<file path="config.mk">
export PLATFORM = sky130hd
export DESIGN_NAME = light_vga_renderer
export DESIGN_NICKNAME = d
export VERILOG_FILES = /design/src/rtl/light_vga_pkg.sv /design/src/rtl/light_vga_renderer_timing.sv /design/src/rtl/light_vga_renderer.sv
export SDC_FILE = /design/constraint.sdc
export NUM_CORES = 1
export LEC_CHECK = 0
export CAP_MARGIN = 10
export CORE_MARGIN = 1
export CORE_UTILIZATION = 57
export DETAILED_ROUTE_END_ITERATION = 16
export PLACE_DENSITY_LB_ADDON = 0.1
export SETUP_SLACK_MARGIN = 0.05
export SYNTH_ARGS = -nofsm -noshare
export SYNTH_HDL_FRONTEND = slang
export SYNTH_HIERARCHICAL = 1
export SYNTH_SLANG_ARGS = --single-unit
</file>
<file path="constraint.sdc">
create_clock -name clk -period 2.2 [get_ports clk]
set_input_delay 0.66 -clock clk [delete_from_list [all_inputs] [get_ports clk]]
set_output_delay 0.66 -clock clk [all_outputs]
set_load 0.005 [all_outputs]
</file>
<file path="src/rtl/light_vga_pkg.sv">
// Shared definitions for the traffic-light VGA renderer.
// Covers phase codes, RRRGGGBB colour constants and the default lamp geometry.
package light_vga_pkg;

  typedef enum logic [1:0] {
    PHASE_RED     = 2'd0,
    PHASE_AMBER   = 2'd1,
    PHASE_GREEN   = 2'd2,
    PHASE_INVALID = 2'd3
  } phase_t;

  localparam logic [7:0] COL_BLACK = 8'h00;
  localparam logic [7:0] COL_RED   = 8'hE0;
  localparam logic [7:0] COL_AMBER = 8'hF4;
  localparam logic [7:0] COL_GREEN = 8'h1C;

  localparam logic [7:0] DIM_RED   = 8'h60;
  localparam logic [7:0] DIM_AMBER = 8'h68;
  localparam logic [7:0] DIM_GREEN = 8'h0C;

  // Default lamp geometry in pixels. Amber / single lamp is centred on 640x480.
  // Red sits one pitch above it and green one pitch below.
  localparam int LAMP_X_MIN = 288;
  localparam int LAMP_Y_MIN = 208;
  localparam int LAMP_DIM   = 64;
  localparam int LAMP_STEP  = 96;

  // Colour of a fully lit lamp for a phase; the invalid code stays dark.
  function automatic logic [7:0] full_colour(input phase_t p);
    case (p)
      PHASE_RED:   return COL_RED;
      PHASE_AMBER: return COL_AMBER;
      PHASE_GREEN: return COL_GREEN;
      default:     return COL_BLACK;
    endcase
  endfunction

endpackage

</file>
<file path="src/rtl/light_vga_renderer_timing.sv">
// VGA raster timing.
// Contains the pixel-rate divider and the horizontal/vertical counters.
// Also decodes sync, visible and end-of-frame from the current counter values.
module vga_timing #(
  parameter int CLK_DIV   = 2,
  parameter int H_VISIBLE = 640,
  parameter int H_FRONT   = 16,
  parameter int H_SYNC    = 96,
  parameter int H_BACK    = 48,
  parameter int V_VISIBLE = 480,
  parameter int V_FRONT   = 10,
  parameter int V_SYNC    = 2,
  parameter int V_BACK    = 33,
  localparam int H_TOTAL  = H_VISIBLE + H_FRONT + H_SYNC + H_BACK,
  localparam int V_TOTAL  = V_VISIBLE + V_FRONT + V_SYNC + V_BACK,
  localparam int HW       = $clog2(H_TOTAL + 1),
  localparam int VW       = $clog2(V_TOTAL + 1)
) (
  input  logic          clk,
  input  logic          reset,
  output logic          pix_en,
  output logic [HW-1:0] h_cnt,
  output logic [VW-1:0] v_cnt,
  output logic          hsync_next,
  output logic          vsync_next,
  output logic          visible,
  output logic          frame_end
);

  localparam int DW = (CLK_DIV > 1) ? $clog2(CLK_DIV) : 1;
  localparam logic [DW-1:0] DIV_LAST = DW'(CLK_DIV - 1);

  localparam logic [HW-1:0] H_LAST       = HW'(H_TOTAL - 1);
  localparam logic [HW-1:0] H_VIS        = HW'(H_VISIBLE);
  localparam logic [HW-1:0] H_SYNC_START = HW'(H_VISIBLE + H_FRONT);
  localparam logic [HW-1:0] H_SYNC_END   = HW'(H_VISIBLE + H_FRONT + H_SYNC);

  localparam logic [VW-1:0] V_LAST       = VW'(V_TOTAL - 1);
  localparam logic [VW-1:0] V_VIS        = VW'(V_VISIBLE);
  localparam logic [VW-1:0] V_SYNC_START = VW'(V_VISIBLE + V_FRONT);
  localparam logic [VW-1:0] V_SYNC_END   = VW'(V_VISIBLE + V_FRONT + V_SYNC);

  logic [DW-1:0] div_cnt;

  // With CLK_DIV=1 div_cnt never leaves 0, so pix_en is permanently high.
  assign pix_en = (div_cnt == DIV_LAST);

  // Clock divider producing one pixel strobe every CLK_DIV system clocks
  always_ff @(posedge clk or posedge reset) begin
    if (reset)       div_cnt <= '0;
    else if (pix_en) div_cnt <= '0;
    else             div_cnt <= div_cnt + 1'b1;
  end

  // Raster counters: h wraps each line, v steps on the h wrap and wraps each frame
  always_ff @(posedge clk or posedge reset) begin
    if (reset) begin
      h_cnt <= '0;
      v_cnt <= '0;
    end else if (pix_en) begin
      if (h_cnt == H_LAST) begin
        h_cnt <= '0;
        v_cnt <= (v_cnt == V_LAST) ? '0 : v_cnt + 1'b1;
      end else begin
        h_cnt <= h_cnt + 1'b1;
      end
    end
  end

  assign hsync_next = !((h_cnt >= H_SYNC_START) && (h_cnt < H_SYNC_END));
  assign vsync_next = !((v_cnt >= V_SYNC_START) && (v_cnt < V_SYNC_END));
  assign visible    = (h_cnt < H_VIS) && (v_cnt < V_VIS);
  assign frame_end  = pix_en && (h_cnt == H_LAST) && (v_cnt == V_LAST);

endmodule

</file>
<file path="src/rtl/light_vga_renderer.sv">
// Traffic-light VGA renderer.
// Paints the current phase as a lamp square on a black 640x480@60 screen.
// The phase is latched once per frame so a change never tears the picture.
// Build option LIGHT_HOUSING_EN: draws a three-lamp housing with unlit lamps dimmed.
// Without it a single lamp is drawn.
module light_vga_renderer
  import light_vga_pkg::*;
#(
  parameter int CLK_DIV   = 2,
  parameter int H_VISIBLE = 640,
  parameter int H_FRONT   = 16,
  parameter int H_SYNC    = 96,
  parameter int H_BACK    = 48,
  parameter int V_VISIBLE = 480,
  parameter int V_FRONT   = 10,
  parameter int V_SYNC    = 2,
  parameter int V_BACK    = 33,
  parameter int LAMP_X0   = LAMP_X_MIN,
  parameter int LAMP_Y0   = LAMP_Y_MIN,
`ifdef LIGHT_HOUSING_EN
  parameter int LAMP_PITCH = LAMP_STEP,
`endif
  parameter int LAMP_SIZE = LAMP_DIM
) (
  input  logic       clk,
  input  logic       reset,
  input  logic [1:0] state,
  output logic       hsync,
  output logic       vsync,
  output logic [7:0] rgb,
  output logic       frame_start
);

  localparam int H_TOTAL = H_VISIBLE + H_FRONT + H_SYNC + H_BACK;
  localparam int V_TOTAL = V_VISIBLE + V_FRONT + V_SYNC + V_BACK;
  localparam int HW      = $clog2(H_TOTAL + 1);
  localparam int VW      = $clog2(V_TOTAL + 1);

  logic          pix_en;
  logic [HW-1:0] h_cnt;
  logic [VW-1:0] v_cnt;
  logic          hsync_next;
  logic          vsync_next;
  logic          visible;
  logic          frame_end;
  phase_t        state_q;
  logic [7:0]    colour;

  vga_timing #(
    .CLK_DIV   (CLK_DIV),
    .H_VISIBLE (H_VISIBLE),
    .H_FRONT   (H_FRONT),
    .H_SYNC    (H_SYNC),
    .H_BACK    (H_BACK),
    .V_VISIBLE (V_VISIBLE),
    .V_FRONT   (V_FRONT),
    .V_SYNC    (V_SYNC),
    .V_BACK    (V_BACK)
  ) u_timing (
    .clk        (clk),
    .reset      (reset),
    .pix_en     (pix_en),
    .h_cnt      (h_cnt),
    .v_cnt      (v_cnt),
    .hsync_next (hsync_next),
    .vsync_next (vsync_next),
    .visible    (visible),
    .frame_end  (frame_end)
  );

  // True when (x,y) lies inside the LAMP_SIZE square whose top edge is y0
  function automatic logic in_lamp(input int x, input int y, input int y0);
    return (x >= LAMP_X0) && (x < LAMP_X0 + LAMP_SIZE) &&
           (y >= y0)      && (y < y0 + LAMP_SIZE);
  endfunction

  // Pixel colour for the current raster position; blanking forces black
  always_comb begin
    colour = COL_BLACK;
    if (visible) begin
`ifdef LIGHT_HOUSING_EN
      if (in_lamp(int'(h_cnt), int'(v_cnt), LAMP_Y0 - LAMP_PITCH))
        colour = (state_q == PHASE_RED) ? COL_RED : DIM_RED;
      else if (in_lamp(int'(h_cnt), int'(v_cnt), LAMP_Y0))
        colour = (state_q == PHASE_AMBER) ? COL_AMBER : DIM_AMBER;
      else if (in_lamp(int'(h_cnt), int'(v_cnt), LAMP_Y0 + LAMP_PITCH))
        colour = (state_q == PHASE_GREEN) ? COL_GREEN : DIM_GREEN;
`else
      if (in_lamp(int'(h_cnt), int'(v_cnt), LAMP_Y0))
        colour = full_colour(state_q);
`endif
    end
  end

  // Pixel-rate output registers, one pixel behind the counters
  always_ff @(posedge clk or posedge reset) begin
    if (reset) begin
      hsync <= 1'b1;
      vsync <= 1'b1;
      rgb   <= COL_BLACK;
    end else if (pix_en) begin
      hsync <= hsync_next;
      vsync <= vsync_next;
      rgb   <= colour;
    end
  end

  // Phase latch at end of frame; frame_start marks the clock it takes effect
  always_ff @(posedge clk or posedge reset) begin
    if (reset) begin
      state_q     <= PHASE_RED;
      frame_start <= 1'b0;
    end else begin
      frame_start <= frame_end;
      if (frame_end) state_q <= phase_t'(state);
    end
  end

endmodule

</file>
==> run_results.csv, run 1 <==
group,metric,value,unit
status,status,"finished clean",
grt,grt.total_usage,22.96,%
grt,grt_max_degree,17,
route,drt_wl_total,3095,um
pwr,finalPower,0.9171,mW
clock_tree,cts-root-buf,"clkbuf_4",
setup_path,cp_slowest_cell,"dfstp_2",
clock_tree,cts_buffers,5,
placed_design,port_buffers,12,
sta,hold_violations,0,
sta,fin_crit_sh,91.14,%
sta,setup_tns,0,ns
sta,fin_ws,0.1950,ns
clock_tree,worstSkewPairLatency,0.32,ns
floorplanning,ioPinCount,15,
logic_synthesis,yosysSeqAreaShare,43.02,%
setup_path,reg2regPathDepth,4,
route,first_pass_iters,4,
hold_path,holdPathStages,2,
placed_design,place_area,1787,um^2
setup_path,path_max_fanout,2,
final_layout,fin_nets,186,
clock_tree,cts_max_level,2,
floorplanning,fp.dieH,56.50,um
sta,finalSetupViolations,0,
setup_path,timing_worst_setup_path_type,"reg2out",
setup_path,path_delay_family,"flip-flops",
setup_path,worst_setup_path_end_kind,"output port",
sta,clock.fmax,498.8,MHz
job,maxCapViolations,0,
floorplanning,rows,19,
hold_path,hp-class,"reg2reg",
logic_synthesis,ys_types,50,
final_layout,layoutNonFillerInstCount,205,
setup_path,r2r-end,"u_timing/v_cnt[4]",
final_layout,syn_to_final_growth,9.682,%
clock_tree,post_cts_buffers,0,
pwr,p_leak,0.8534,nW
sta,skew,0.003817,ns
placed_design,gp_congestion,0.8265,
grt,grt_pass1_wl,5540,um
setup_path,path_depth,1,
placed_design,dp_cells,197,
placed_design,hpwl,2188,um
floorplanning,start_util,60.86,%
grt,gr-total-overflow,0,
route,ant_nets,0,
clock_tree,cts.reportedPaths.clkPinSlew,0.09,ns
logic_synthesis,syn_inst,162,
logic_synthesis,synth_flop_cell,"dfrtp_1",
final_layout,utilization,66.76,%
route,drt_first_iter_violations,43,
setup_path,path_cells,"clkdlybuf4s50_1",
setup_path,arrival,1.35,ns
pwr,power.density,493.9,nW/um^2
clock_tree,clk_path_buf_depth,2,
sta,period_needed,2.005,ns
floorplanning,chipWidth,56.50,um
final_layout,multi_input_area,832.0,um^2
floorplanning,core,2781,um^2
final_layout,drive_above_1_share,17.82,%
logic_synthesis,avgSynthCellArea,10.45,um^2
clock_tree,cts.sinks,29,
setup_path,cp-endpoint,"vsync",
grt,grt_pass1_vias,1148,
sta,rsz0062_at_grt,"false",
route,vias_per_cell,5.859,
setup_path,critPathRequiredTime,1.54,ns
sta,timing.hold.ws,0.5372,ns
final_layout,fillers,227,
setup_path,crit_path_max_incr_delay,0.54,ns
clock_tree,cts_hold_buffers,0,
logic_synthesis,ys_seq_elements,29,
setup_path,r2r_slack,0.43,ns
final_layout,postLayoutCellArea,1857,um^2
final_layout,ff_latch_area,728.2,um^2
floorplanning,die_area,3192,um^2
route,vias,1201,
final_layout,diodes,0,
route,drc_errors,0,
logic_synthesis,syn_area,1693,um^2
placed_design,pre_cts_ws,0.4586,ns
clock_tree,cts_tree,"done",
setup_path,crit_start,"vsync",
setup_path,critPathLaunchType,"flip-flop",
logic_synthesis,synth_edf_count,0,
logic_synthesis,yosysWarnings,6,
sta,final_max_slew_viol_count,0,
grt,antenna_found_initial,0,
route,wl_per_cell,15.10,um
setup_path,cp.buffers_inverters,1,
pwr,ir_worst_vdd,0.0005728,V
logic_synthesis,async_reset_ff_share,100.0,%
setup_path,crit-reg2reg-launch,"u_timing/h_cnt[5]",
clock_tree,cts_resized,0,
-- cell type report --
class                           count  share of cell area, %
Multi-Input combinational cell    109                  44.81
Sequential cell                    29                  39.22
Timing Repair Buffer               14                  7.278
Clock buffer                        7                  3.504
Inverter                           14                  2.830
Tap cell                           31                  2.089
Clock inverter                      1                 0.2695
-- kinds of logic (layout without fill, tap and decap cells) --
family | count (synthesis) | count (layout) | share of synthesized area (%)
multiplexers | 4 | 4 | 2.587
XOR/XNOR | 12 | 12 | 6.209
AND/OR/NAND/NOR | 57 | 57 | 21.36
flip-flops | 29 | 29 | 43.02
other | 1 | 2 | 0.2215
AO/OA/AOI/OAI | 25 | 25 | 11.90
buffers and inverters | 25 | 36 | 8.056
adder cells (fa/ha/maj) | 9 | 9 | 6.652
-- layer usage --
metal	global-route usage [%]	wire length (um)
met5	0	0
met4	10.45	60
met3	6.682	168
met2	33.11	1348
met1	31.83	1517
-- registers in the layout, indices dropped and copies added (netlist names) --
register,count
u_timing/h_cnt,10
u_timing/v_cnt,10
rgb,3
state_q,2
frame_start,1
hsync,1
u_timing/pix_en,1
vsync,1
-- synthesized netlist by cell type, types with 5 or more instances --
cell type | instances | area (um^2)
buf_4 | 5 | 37.54
dfrtp_1 | 27 | 675.7
ha_1 | 9 | 112.6
inv_1 | 13 | 48.80
nand2_1 | 12 | 45.04
nand3_1 | 5 | 25.02
nand4_1 | 8 | 50.05
nor2_1 | 8 | 30.03
o21ai_0 | 7 | 35.03
xnor2_1 | 9 | 78.83
-- where the power goes --
group,internal (mW),total [mW],switching [mW]
clock,0.185,0.366,0.181
sequential,0.533,0.533,0
combinational,0.00605,0.0180,0.0120
-- worst min path at each step --
stage	start	endpoint	slack, ns
after floorplan	reset	frame_start	0.47
after detailed placement	rgb[3]	rgb[3]	0.53
after global placement	u_timing/h_cnt[2]	u_timing/h_cnt[2]	0.52
after CTS	rgb[3]	rgb[3]	0.54
final	rgb[3]	rgb[3]	0.54
after global routing	u_timing/h_cnt[4]	u_timing/h_cnt[4]	0.59
-- layout by cell type (no fill, tap or decap), types with 3 or more instances in the layout --
cell              n
nor3_1            3
xor2_1            3
nand4_1           8
o21ai_0           7
inv_1            13
nand3_1           5
ha_1              9
xnor2_1           9
and3_1            3
nand2_1          12
nor2_1            8
clkbuf_4          5
nand2b_1          3
o22ai_1           3
mux2_2            3
dfrtp_1          27
clkdlybuf4s50_1  12
Note: power is estimated with default switching activity, not from simulation.
==> inputs of run 2 (changes only) <==
GPL_ROUTABILITY_DRIVEN = 0   (was unset)
==> results of run 2 <==
No change in the layout: final DEF, timing and power equal those of run 1.
